==> src/rtl/conv_stream_engine_pkg.sv <==
// Shared types and kernel geometry for the streaming 3x3 convolution engine.
package conv_stream_engine_pkg;

  localparam int KSIZE = 3;
  localparam int NTAPS = KSIZE * KSIZE;

  // Frame-level control state: IDLE until the first pixel of a frame lands.
  typedef enum logic [0:0] {
    ST_IDLE   = 1'b0,
    ST_ACTIVE = 1'b1
  } frame_state_e;

  // Flat tap index of kernel element k[r][c] (row-major, r0 = oldest row).
  function automatic int tap_idx(input int r, input int c);
    return r * KSIZE + c;
  endfunction

endpackage

==> src/rtl/conv_line_buffer.sv <==
// Enable-gated shift-register line buffer: dout is the sample written DEPTH
// enables ago, i.e. the pixel one row above the incoming one.
module conv_line_buffer #(
  parameter int DEPTH = 32,
  parameter int WIDTH = 8
) (
  input  logic             clk,
  input  logic             rst_n,
  input  logic             en,
  input  logic [WIDTH-1:0] din,
  output logic [WIDTH-1:0] dout
);

  logic [WIDTH-1:0] mem_r [DEPTH];

  // Shift one position per accepted pixel; contents only matter once rows fill.
  always_ff @(posedge clk or negedge rst_n) begin
    if (!rst_n) begin
      for (int i = 0; i < DEPTH; i++) begin
        mem_r[i] <= '0;
      end
    end else if (en) begin
      mem_r[0] <= din;
      for (int i = 1; i < DEPTH; i++) begin
        mem_r[i] <= mem_r[i-1];
      end
    end
  end

  assign dout = mem_r[DEPTH-1];

endmodule

==> src/rtl/conv_stream_engine.sv <==
// Streaming 3x3 correlation engine: raster pixels in, one window result per
// valid (or every, in same mode) position out, 3-stage pipeline, global stall.
module conv_stream_engine
  import conv_stream_engine_pkg::*;
#(
  parameter int DATA_WIDTH = 8,
  parameter int COEF_WIDTH = 8,
  parameter int IMG_WIDTH  = 32,
  parameter int IMG_HEIGHT = 32,
  parameter int ACC_WIDTH  = 32,
  parameter int OUT_WIDTH  = 8
) (
  input  logic                      clk,
  input  logic                      rst_n,
  input  logic [9*COEF_WIDTH-1:0]   cfg_weights,
  input  logic [4:0]                cfg_shift,
  input  logic                      cfg_abs,
  input  logic                      cfg_same,
  input  logic                      in_valid,
  output logic                      in_ready,
  input  logic [DATA_WIDTH-1:0]     in_data,
  output logic                      out_valid,
  input  logic                      out_ready,
  output logic [ACC_WIDTH-1:0]      out_acc,
  output logic [OUT_WIDTH-1:0]      out_pixel,
  output logic                      out_sof,
  output logic                      out_eol,
  output logic                      frame_done
);

  localparam int CW     = $clog2(IMG_WIDTH);
  localparam int RW     = $clog2(IMG_HEIGHT);
  localparam int PROD_W = DATA_WIDTH + COEF_WIDTH + 1;

  localparam logic [CW-1:0] COL_LAST = CW'(IMG_WIDTH - 1);
  localparam logic [RW-1:0] ROW_LAST = RW'(IMG_HEIGHT - 1);
  localparam logic [CW-1:0] COL_TWO  = CW'(2);
  localparam logic [RW-1:0] ROW_TWO  = RW'(2);
  localparam logic signed [ACC_WIDTH-1:0] PIX_MAX =
    {{(ACC_WIDTH-OUT_WIDTH){1'b0}}, {OUT_WIDTH{1'b1}}};

  // Handshake
  logic advance_s;
  logic accept_s;

  // Position and frame control
  logic [CW-1:0] col_r;
  logic [RW-1:0] row_r;
  frame_state_e  state_r;
  frame_state_e  state_nxt_s;

  // Per-frame configuration
  logic [9*COEF_WIDTH-1:0] w_sh_r;
  logic [4:0]              shift_sh_r;
  logic                    abs_sh_r;
  logic                    same_sh_r;
  logic [9*COEF_WIDTH-1:0] w_eff_s;
  logic [4:0]              shift_eff_s;
  logic                    abs_eff_s;
  logic                    same_eff_s;

  // Window
  logic [DATA_WIDTH-1:0] lb0_dout_s;
  logic [DATA_WIDTH-1:0] lb1_dout_s;
  logic [DATA_WIDTH-1:0] win_r     [KSIZE][KSIZE];
  logic [DATA_WIDTH-1:0] win_nxt_s [KSIZE][KSIZE];
  logic interior_s, emit_s, sof_s, eol_s, last_s;

  // S1: products
  logic signed [PROD_W-1:0] prod_s    [NTAPS];
  logic signed [PROD_W-1:0] s1_prod_r [NTAPS];
  logic       s1_valid_r, s1_sof_r, s1_eol_r, s1_last_r, s1_abs_r;
  logic [4:0] s1_shift_r;

  // S2: sum
  logic signed [ACC_WIDTH-1:0] sum_s;
  logic signed [ACC_WIDTH-1:0] s2_acc_r;
  logic       s2_valid_r, s2_sof_r, s2_eol_r, s2_last_r, s2_abs_r;
  logic [4:0] s2_shift_r;

  // S3: post-processing and output registers
  logic signed [ACC_WIDTH-1:0] abs_v_s;
  logic signed [ACC_WIDTH-1:0] shr_s;
  logic [OUT_WIDTH-1:0]        pix_s;
  logic                        out_valid_r, out_sof_r, out_eol_r, out_last_r;
  logic [ACC_WIDTH-1:0]        out_acc_r;
  logic [OUT_WIDTH-1:0]        out_pixel_r;

  // Whole pipeline moves together; input readiness never depends on in_valid.
  assign advance_s = out_ready | ~out_valid_r;
  assign accept_s  = in_valid & advance_s;
  assign in_ready  = advance_s;

  // Raster position of the next pixel to be accepted.
  always_ff @(posedge clk or negedge rst_n) begin
    if (!rst_n) begin
      col_r <= '0;
      row_r <= '0;
    end else if (accept_s) begin
      if (col_r == COL_LAST) begin
        col_r <= '0;
        if (row_r == ROW_LAST) begin
          row_r <= '0;
        end else begin
          row_r <= row_r + RW'(1);
        end
      end else begin
        col_r <= col_r + CW'(1);
      end
    end
  end

  // Frame state register.
  always_ff @(posedge clk or negedge rst_n) begin
    if (!rst_n) begin
      state_r <= ST_IDLE;
    end else begin
      state_r <= state_nxt_s;
    end
  end

  // Frame state transitions: first accept opens a frame, last pixel closes it.
  always_comb begin
    state_nxt_s = state_r;
    case (state_r)
      ST_IDLE: begin
        if (accept_s) begin
          state_nxt_s = ST_ACTIVE;
        end else begin
          state_nxt_s = ST_IDLE;
        end
      end
      ST_ACTIVE: begin
        if (accept_s && last_s) begin
          state_nxt_s = ST_IDLE;
        end else begin
          state_nxt_s = ST_ACTIVE;
        end
      end
      default: state_nxt_s = ST_IDLE;
    endcase
  end

  // Freeze configuration at the first pixel so mid-frame changes are ignored.
  always_ff @(posedge clk or negedge rst_n) begin
    if (!rst_n) begin
      w_sh_r     <= '0;
      shift_sh_r <= 5'd0;
      abs_sh_r   <= 1'b0;
      same_sh_r  <= 1'b0;
    end else if ((state_r == ST_IDLE) && accept_s) begin
      w_sh_r     <= cfg_weights;
      shift_sh_r <= cfg_shift;
      abs_sh_r   <= cfg_abs;
      same_sh_r  <= cfg_same;
    end
  end

  // The first pixel of a frame is processed before the shadow copy exists.
  always_comb begin
    if (state_r == ST_IDLE) begin
      w_eff_s     = cfg_weights;
      shift_eff_s = cfg_shift;
      abs_eff_s   = cfg_abs;
      same_eff_s  = cfg_same;
    end else begin
      w_eff_s     = w_sh_r;
      shift_eff_s = shift_sh_r;
      abs_eff_s   = abs_sh_r;
      same_eff_s  = same_sh_r;
    end
  end

  conv_line_buffer #(.DEPTH(IMG_WIDTH), .WIDTH(DATA_WIDTH)) u_lb0 (
    .clk  (clk),
    .rst_n(rst_n),
    .en   (accept_s),
    .din  (in_data),
    .dout (lb0_dout_s)
  );

  conv_line_buffer #(.DEPTH(IMG_WIDTH), .WIDTH(DATA_WIDTH)) u_lb1 (
    .clk  (clk),
    .rst_n(rst_n),
    .en   (accept_s),
    .din  (lb0_dout_s),
    .dout (lb1_dout_s)
  );

  // Window after this accept: shift left, new column = {row-2, row-1, current}.
  always_comb begin
    for (int r = 0; r < KSIZE; r++) begin
      for (int c = 0; c < KSIZE - 1; c++) begin
        win_nxt_s[r][c] = win_r[r][c+1];
      end
    end
    win_nxt_s[0][KSIZE-1] = lb1_dout_s;
    win_nxt_s[1][KSIZE-1] = lb0_dout_s;
    win_nxt_s[2][KSIZE-1] = in_data;
  end

  // Window register, updated only on accepted pixels.
  always_ff @(posedge clk or negedge rst_n) begin
    if (!rst_n) begin
      for (int r = 0; r < KSIZE; r++) begin
        for (int c = 0; c < KSIZE; c++) begin
          win_r[r][c] <= '0;
        end
      end
    end else if (accept_s) begin
      win_r <= win_nxt_s;
    end
  end

  // Emission decision and stream markers for the pixel being accepted.
  always_comb begin
    interior_s = (row_r >= ROW_TWO) && (col_r >= COL_TWO);
    emit_s     = same_eff_s | interior_s;
    if (same_eff_s) begin
      sof_s = (row_r == '0) && (col_r == '0);
    end else begin
      sof_s = (row_r == ROW_TWO) && (col_r == COL_TWO);
    end
    eol_s  = (col_r == COL_LAST);
    last_s = eol_s && (row_r == ROW_LAST);
  end

  // Tap products; border windows contribute nothing so same-mode edges read 0.
  always_comb begin
    for (int r = 0; r < KSIZE; r++) begin
      for (int c = 0; c < KSIZE; c++) begin
        if (interior_s) begin
          prod_s[tap_idx(r, c)] = PROD_W'($signed({1'b0, win_nxt_s[r][c]})) *
            PROD_W'($signed(w_eff_s[tap_idx(r, c)*COEF_WIDTH +: COEF_WIDTH]));
        end else begin
          prod_s[tap_idx(r, c)] = '0;
        end
      end
    end
  end

  // S1: register products plus the post-processing settings that travel along.
  always_ff @(posedge clk or negedge rst_n) begin
    if (!rst_n) begin
      for (int i = 0; i < NTAPS; i++) begin
        s1_prod_r[i] <= '0;
      end
      s1_valid_r <= 1'b0;
      s1_sof_r   <= 1'b0;
      s1_eol_r   <= 1'b0;
      s1_last_r  <= 1'b0;
      s1_abs_r   <= 1'b0;
      s1_shift_r <= 5'd0;
    end else if (advance_s) begin
      s1_prod_r  <= prod_s;
      s1_valid_r <= accept_s & emit_s;
      s1_sof_r   <= accept_s & emit_s & sof_s;
      s1_eol_r   <= accept_s & emit_s & eol_s;
      s1_last_r  <= accept_s & emit_s & last_s;
      s1_abs_r   <= abs_eff_s;
      s1_shift_r <= shift_eff_s;
    end
  end

  // Sum of the nine sign-extended products.
  always_comb begin
    sum_s = '0;
    for (int i = 0; i < NTAPS; i++) begin
      sum_s = sum_s + ACC_WIDTH'(s1_prod_r[i]);
    end
  end

  // S2: register the window sum.
  always_ff @(posedge clk or negedge rst_n) begin
    if (!rst_n) begin
      s2_acc_r   <= '0;
      s2_valid_r <= 1'b0;
      s2_sof_r   <= 1'b0;
      s2_eol_r   <= 1'b0;
      s2_last_r  <= 1'b0;
      s2_abs_r   <= 1'b0;
      s2_shift_r <= 5'd0;
    end else if (advance_s) begin
      s2_acc_r   <= sum_s;
      s2_valid_r <= s1_valid_r;
      s2_sof_r   <= s1_sof_r;
      s2_eol_r   <= s1_eol_r;
      s2_last_r  <= s1_last_r;
      s2_abs_r   <= s1_abs_r;
      s2_shift_r <= s1_shift_r;
    end
  end

  // Magnitude, arithmetic shift, then clamp into the output pixel range.
  always_comb begin
    if (s2_abs_r && s2_acc_r[ACC_WIDTH-1]) begin
      abs_v_s = -s2_acc_r;
    end else begin
      abs_v_s = s2_acc_r;
    end
    shr_s = abs_v_s >>> s2_shift_r;
    if (shr_s[ACC_WIDTH-1]) begin
      pix_s = '0;
    end else if (shr_s > PIX_MAX) begin
      pix_s = '1;
    end else begin
      pix_s = shr_s[OUT_WIDTH-1:0];
    end
  end

  // S3: output registers, held while downstream stalls.
  always_ff @(posedge clk or negedge rst_n) begin
    if (!rst_n) begin
      out_valid_r <= 1'b0;
      out_acc_r   <= '0;
      out_pixel_r <= '0;
      out_sof_r   <= 1'b0;
      out_eol_r   <= 1'b0;
      out_last_r  <= 1'b0;
    end else if (advance_s) begin
      out_valid_r <= s2_valid_r;
      out_acc_r   <= s2_acc_r;
      out_pixel_r <= pix_s;
      out_sof_r   <= s2_sof_r;
      out_eol_r   <= s2_eol_r;
      out_last_r  <= s2_last_r;
    end
  end

  assign out_valid  = out_valid_r;
  assign out_acc    = out_acc_r;
  assign out_pixel  = out_pixel_r;
  assign out_sof    = out_sof_r;
  assign out_eol    = out_eol_r;
  assign frame_done = out_valid_r & out_ready & out_last_r;

endmodule
==> config.mk <==
export PLATFORM = sky130hd
export DESIGN_NAME = conv_stream_engine
export DESIGN_NICKNAME = d
export VERILOG_FILES = /design/src/rtl/conv_stream_engine_pkg.sv /design/src/rtl/conv_line_buffer.sv /design/src/rtl/conv_stream_engine.sv
export SDC_FILE = /design/constraint.sdc
export NUM_CORES = 2
export LEC_CHECK = 0
export BUFFER_PORTS_ARGS = -buffer_cell sky130_fd_sc_hd__buf_4
export CAP_MARGIN = 15
export CORE_MARGIN = 2
export CORE_UTILIZATION = 45
export CTS_CLUSTER_DIAMETER = 50
export DETAILED_ROUTE_END_ITERATION = 7
export PLACE_DENSITY = 0.71
export SKIP_CTS_REPAIR_TIMING = 1
export SYNTH_ARGS = -nofsm -noshare
export SYNTH_HDL_FRONTEND = slang
export SYNTH_SLANG_ARGS = --single-unit
export TNS_END_PERCENT = 20
==> constraint.sdc <==
create_clock -name clk -period 8.15 [get_ports clk]
set_input_delay 1.2225 -clock clk [delete_from_list [all_inputs] [get_ports clk]]
set_output_delay 1.2225 -clock clk [all_outputs]
set_load 0.02 [all_outputs]
; ---- Yosys cells after proc, flatten, opt, wreduce, memory -nomap -nowiden
; Cells that the tools add are included.
; W data, S select, Z words.
[classes]
n_addsub = 11
mul = 9
div = 0
n_lt_le_gt_ge = 3
n_eq_ne = 4
shifts = 1
mux = 22
bitwise = 11
n_reduce_logical = 10
[ops]
columns = op, n
row1 = $mul A9 B8 Y17, 9
row2 = $mux W17, 9
row3 = $mux W72, 1
row4 = $gt A32 B9 Y1 const B, 1
row5 = $mux W32, 1
row6 = $neg A32 Y32, 1
row7 = $sshr A32 B5 Y32, 1
row8 = $add A24 B17 Y25, 1
row9 = $add A23 B17 Y24, 1
row10 = $add A22 B17 Y23, 1
row11 = $add A21 B17 Y22, 1
row12 = $add A20 B17 Y21, 1
row13 = $add A19 B17 Y20, 1
row14 = $add A18 B17 Y19, 1
row15 = $add A17 B17 Y18, 1
row16 = $mux W8, 2
row17 = $mux W5, 3
row18 = $add A5 B1 Y5 const B, 2
row19 = $eq A5 B2 Y1 const B, 2
row20 = $eq A5 B5 Y1 const B, 2
row21 = $ge A5 B2 Y1 const B, 2
row22 = $logic_not A5 Y1, 2
row23 = $and A1 B1 Y1, 7
row24 = $logic_and A1 B1 Y1, 7
row25 = 5 further kinds, 11
[word_totals]
reg_bits = 867
latchBits = 0
ram_bits = 0
mem_bits_ro = 0
output_inout_bits = 45
elab_cells = 172
n_memories = 0

; ---- Depth between registers and ports, before layout
[logic_depth]
word_depth = 8
mapped_depth = 24
mapped_depth_nobuf = 21

; ---- Hierarchy
; A second synthesis with hierarchy kept.
[unflattened]
hier_cells = 5394
area_unflattened_um2 = 60037.6
[by_module_without_submodules]
columns = module, instances, cells_each, area_per_inst_um2, seq_area_each_um2
row1 = conv_stream_engine, 1, 4298, 40729.1, 9334.0
row2 = conv_line_buffer, 2, 548, 9654.3, 6406.1

; ---- Least setup slack after synthesis
; Ideal clock, no wire load.
[synth_timing]
path_kind = register to register
startpoint = register state_r
endpoint = register s1_prod_r[67] (netlist name)
arrival_time_ns = 5.922
slack_ns = 2.132
stages_incl_launch_ff = 24
n_path_buf = 3
synth_period_minus_slack_ns = 6.018
cell_sequence = dfrtp_1 > clkbuf_1 > clkbuf_1 > clkbuf_1 > mux2i_1 > nand2b_1 > fa_1 > fa_1 > inv_1 > fa_1 > inv_1 > fa_1 > inv_1 > ha_1 > inv_1 > nor2_1 > nor2_1 > o21bai_1 > a21oi_1 > o21bai_1 > a41o_1 > o41a_1 > xnor2_1 > o31ai_1
[synth_between]
elab_chain_len = 3
[synth_rtl]
columns = element, line_no
row1 = "start, declared", conv_stream_engine.sv:49  ; frame_state_e state_r;
row2 = "start signal, assigned", conv_stream_engine.sv:118  ; state_r <= state_nxt_s;
row3 = $mux W72, conv_stream_engine.sv:161  ; if (state_r == ST_IDLE) begin
row4 = $mul A9 B8 Y17, conv_stream_engine.sv:233  ; prod_s[tap_idx(r, c)] = PROD_W'($signed({1'b0, win_nxt_s[r][c]})) *
row5 = $mux W17, conv_stream_engine.sv:232  ; if (interior_s) begin
row6 = "end signal, assigned", conv_stream_engine.sv:255  ; s1_prod_r <= prod_s;
row7 = "end, declared", conv_stream_engine.sv:71  ; logic signed [PROD_W-1:0] s1_prod_r [NTAPS];
; Every way passes these cells.
; A chain may end at the register's enable or synchronous reset.

; ---- Final worst setup path
[layout_timing]
startpoint = register state_r
endpoint = register s1_prod_r[16] (netlist name)
; The elaborated chain is that of the path after synthesis.

==> flow_summary.json <==
{
  "maxCapViolCount": 0,
  "cts-buffers-inserted": 105,
  "maxSlewViolCount": 0,
  "yosys_warnings": 0,
  "track_usage_pct": 20.1,
  "drive_gt1_share_pct": 8.21,
  "cp-start-kind": "register",
  "postSynthAreaPerCell_um2": 9.06,
  "vias_per_cell": 5.07,
  "drt-total-wl_mm": 130,
  "wl_per_cell_um": 15.7,
  "cts_buffer_depth": 3,
  "grt_max_degree": 228,
  "finClkSkew_ps": 78.8,
  "nets": 7398,
  "required_ps": 8750,
  "design_area_um2": 64600,
  "grt_pass1_vias": 42800,
  "path_class": "register to register",
  "worst_ep_arrival_time_ps": 6890,
  "cp_max_fo": 33,
  "grt_overflow_total": 0,
  "met1_length_mm": 57.4,
  "relSlewSlack_pct": 26.3,
  "cp-end-kind": "register",
  "drcViolationCount": 0,
  "area_growth_pct": 10.2,
  "clock.fmax_ghz": 0.159,
  "port_buffers": 135,
  "leakage_nw": 34.8,
  "fillers": 11900,
  "met2_wirelength_mm": 61.5,
  "dieHeight_um": 365,
  "setup_violations": 0,
  "hold_slack_ps": 439,
  "fp.dieW_um": 365,
  "cts_tree": "built",
  "synth_flop_cell": "dfrtp_1",
  "timing.setup.tns_ps": 0,
  "powerDensity_nw_per_um2": 363,
  "cts_max_level": 3,
  "fin_crit_sh_pct": 77.1,
  "clockRootBuffer": "clkbuf_16",
  "async_flop_share_pct": 100,
  "dp.final_hpwl_mm": 93.5,
  "ys_ff_latch": 853,
  "yosysSeqAreaShare_pct": 36.4,
  "first_pass_iters": 6,
  "netlist-cell-type-count": 79,
  "syn-num-nets": 7430,
  "layout_commonest_cell": "nand2_1",
  "cts.sinks": 853,
  "die_area_um2": 133000,
  "clkSlewWorstSetupHoldPaths_ps": 60,
  "syn_inst": 6466,
  "hp-class": "register to register",
  "gp_congestion": 0.936,
  "rsz0062_at_grt": "false",
  "layout_common_cells": "nand2_1, dfrtp_1, inv_1",
  "start_util_pct": 45.3,
  "ir_drop_v": 0.000385,
  "io_pins": 136,
  "placed_area_um2": 61000,
  "first_iter_violations": 2849,
  "highest-signal-layer": "met5",
  "clock_latency_ps": 760,
  "antenna_left": 0,
  "row_count": 132,
  "tightestPinTransition_ps": 1110,
  "hold_viol": 0,
  "antenna_found_initial": 6,
  "vias": 41900,
  "grt_pass1_wl_mm": 219,
  "min_period_ps": 6280,
  "status": "finished clean",
  "synth_area_um2": 58600,
  "route.met3.wl_mm": 5.99,
  "fp.coreArea_um2": 129000,
  "synth_edf_count": 0
}
==> stage by stage <==
stage,instances,setup slack (ps),utilization (%),total power [mW]
floorplan,6466,2130,-,15.4
global placement,8069,1840,47.1,18.5
detailed placement,8069,1700,47.1,18.8
CTS,8259,1830,49.9,23.7
global route,8260,1470,49.9,25.7
finish,8260,1870,49.9,23.4
==> cells in the mapped netlist, drive strengths merged (13+ instances only) <==
library cell | count | area share [%]
and3 | 17 | 0.18
xor2 | 51 | 0.76
nand3 | 35 | 0.30
ha | 418 | 8.9
a22o | 41 | 0.61
or2 | 30 | 0.32
a31oi | 13 | 0.14
buf | 52 | 0.48
o31ai | 55 | 0.71
xnor2 | 89 | 1.3
nor3 | 30 | 0.26
o21ai | 137 | 1.2
clkbuf | 255 | 1.6
or3 | 14 | 0.15
o21bai | 27 | 0.35
a21o | 57 | 0.73
nand2b | 36 | 0.38
nor2 | 137 | 0.88
a211oi | 16 | 0.21
dfrtp | 853 | 36
nor2b | 113 | 1.2
inv | 819 | 5.2
mux2 | 138 | 2.7
and2 | 199 | 2.1
mux2i | 45 | 0.77
fa | 455 | 16
o22ai | 22 | 0.23
nand2 | 2089 | 13
a21oi | 99 | 0.85
==> layout make-up <==
cell class / instances / area, µm² / area share [%]
antenna: 1 / 2.50 / 0.00388
inverter: 821 / 3090 / 4.78
timing repair buffer: 168 / 1390 / 2.16
clock buffer: 141 / 2950 / 4.57
clock inverter: 49 / 657 / 1.02
sequential: 853 / 21300 / 33.1
tap: 1742 / 2180 / 3.38
multi-input combinational: 4485 / 33000 / 51.0
==> registers in the layout, summed over array words and instances (netlist names), 5 cells and up <==
signal and count:
u_lb0.mem_r 248, u_lb1.mem_r 248, s1_prod_r 153, w_sh_r 72, out_acc 25, s2_acc_r 25
win_nxt_s 16, out_pixel 8, u_lb0.dout 8, u_lb1.dout 8, col_r 5, row_r 5
s1_shift_r 5, s2_shift_r 5, shift_sh_r 5
==> final timing paths <==
path	from	end	cells past startpoint	slack, ps
max in group asynchronous	rst_n	state_r	2	6210
max	state_r	s1_prod_r[16]	18	1870
max reg2reg	state_r	s1_prod_r[16]	18	1870
min reg2reg	u_lb1.mem_r[200]	u_lb1.mem_r[192]	2	440
min	u_lb1.mem_r[200]	u_lb1.mem_r[192]	2	440
min in group asynchronous	rst_n	u_lb0.mem_r[151]	1	480
==> power breakdown <==
group	switching (mW)	internal (mW)	total, mW	leakage, nW
logic	7.69	5.05	12.7	21.5
clock network	2.00	2.75	4.75	1.74
registers	0.725	5.21	5.94	11.5
total	10.4	13.0	23.4	34.8
==> cells by family after synthesis <==
family,count (synthesis),synth area share (%)
AOI/OAI and AO/OA,555,6.39
xor gates and xnor gates,140,2.09
buffers and inverters,1128,7.37
DFF,853,36.4
adders and majority gates,873,24.5
and+or+nand+nor,2729,19.6
muxes,188,3.61
==> worst max-delay path, cell delays in order (launching register included) <==
cell and delay, ps:
dfrtp_4 820, mux2i_1 750, or2_2 250, fa_1 420, fa_1 570, inv_1 60, fa_1 540, inv_1 60
fa_1 560, inv_1 60, ha_1 330, a21o_1 190, a21o_1 170, a21o_1 190, a21oi_1 180, o21ai_0 150
o41ai_1 330, xnor2_1 120, o31ai_1 250
==> metal layers <==
| metal | GRT usage (%) | vias to the layer above |
|---|---|---|
| met5 | 0 | - |
| met4 | 8.10 | 10 |
| met3 | 3.16 | 248 |
| met2 | 32.9 | 805 |
| met1 | 26.7 | 20800 |
| li1 | - | 20000 |
Note: power is estimated with default switching activity, not from simulation.
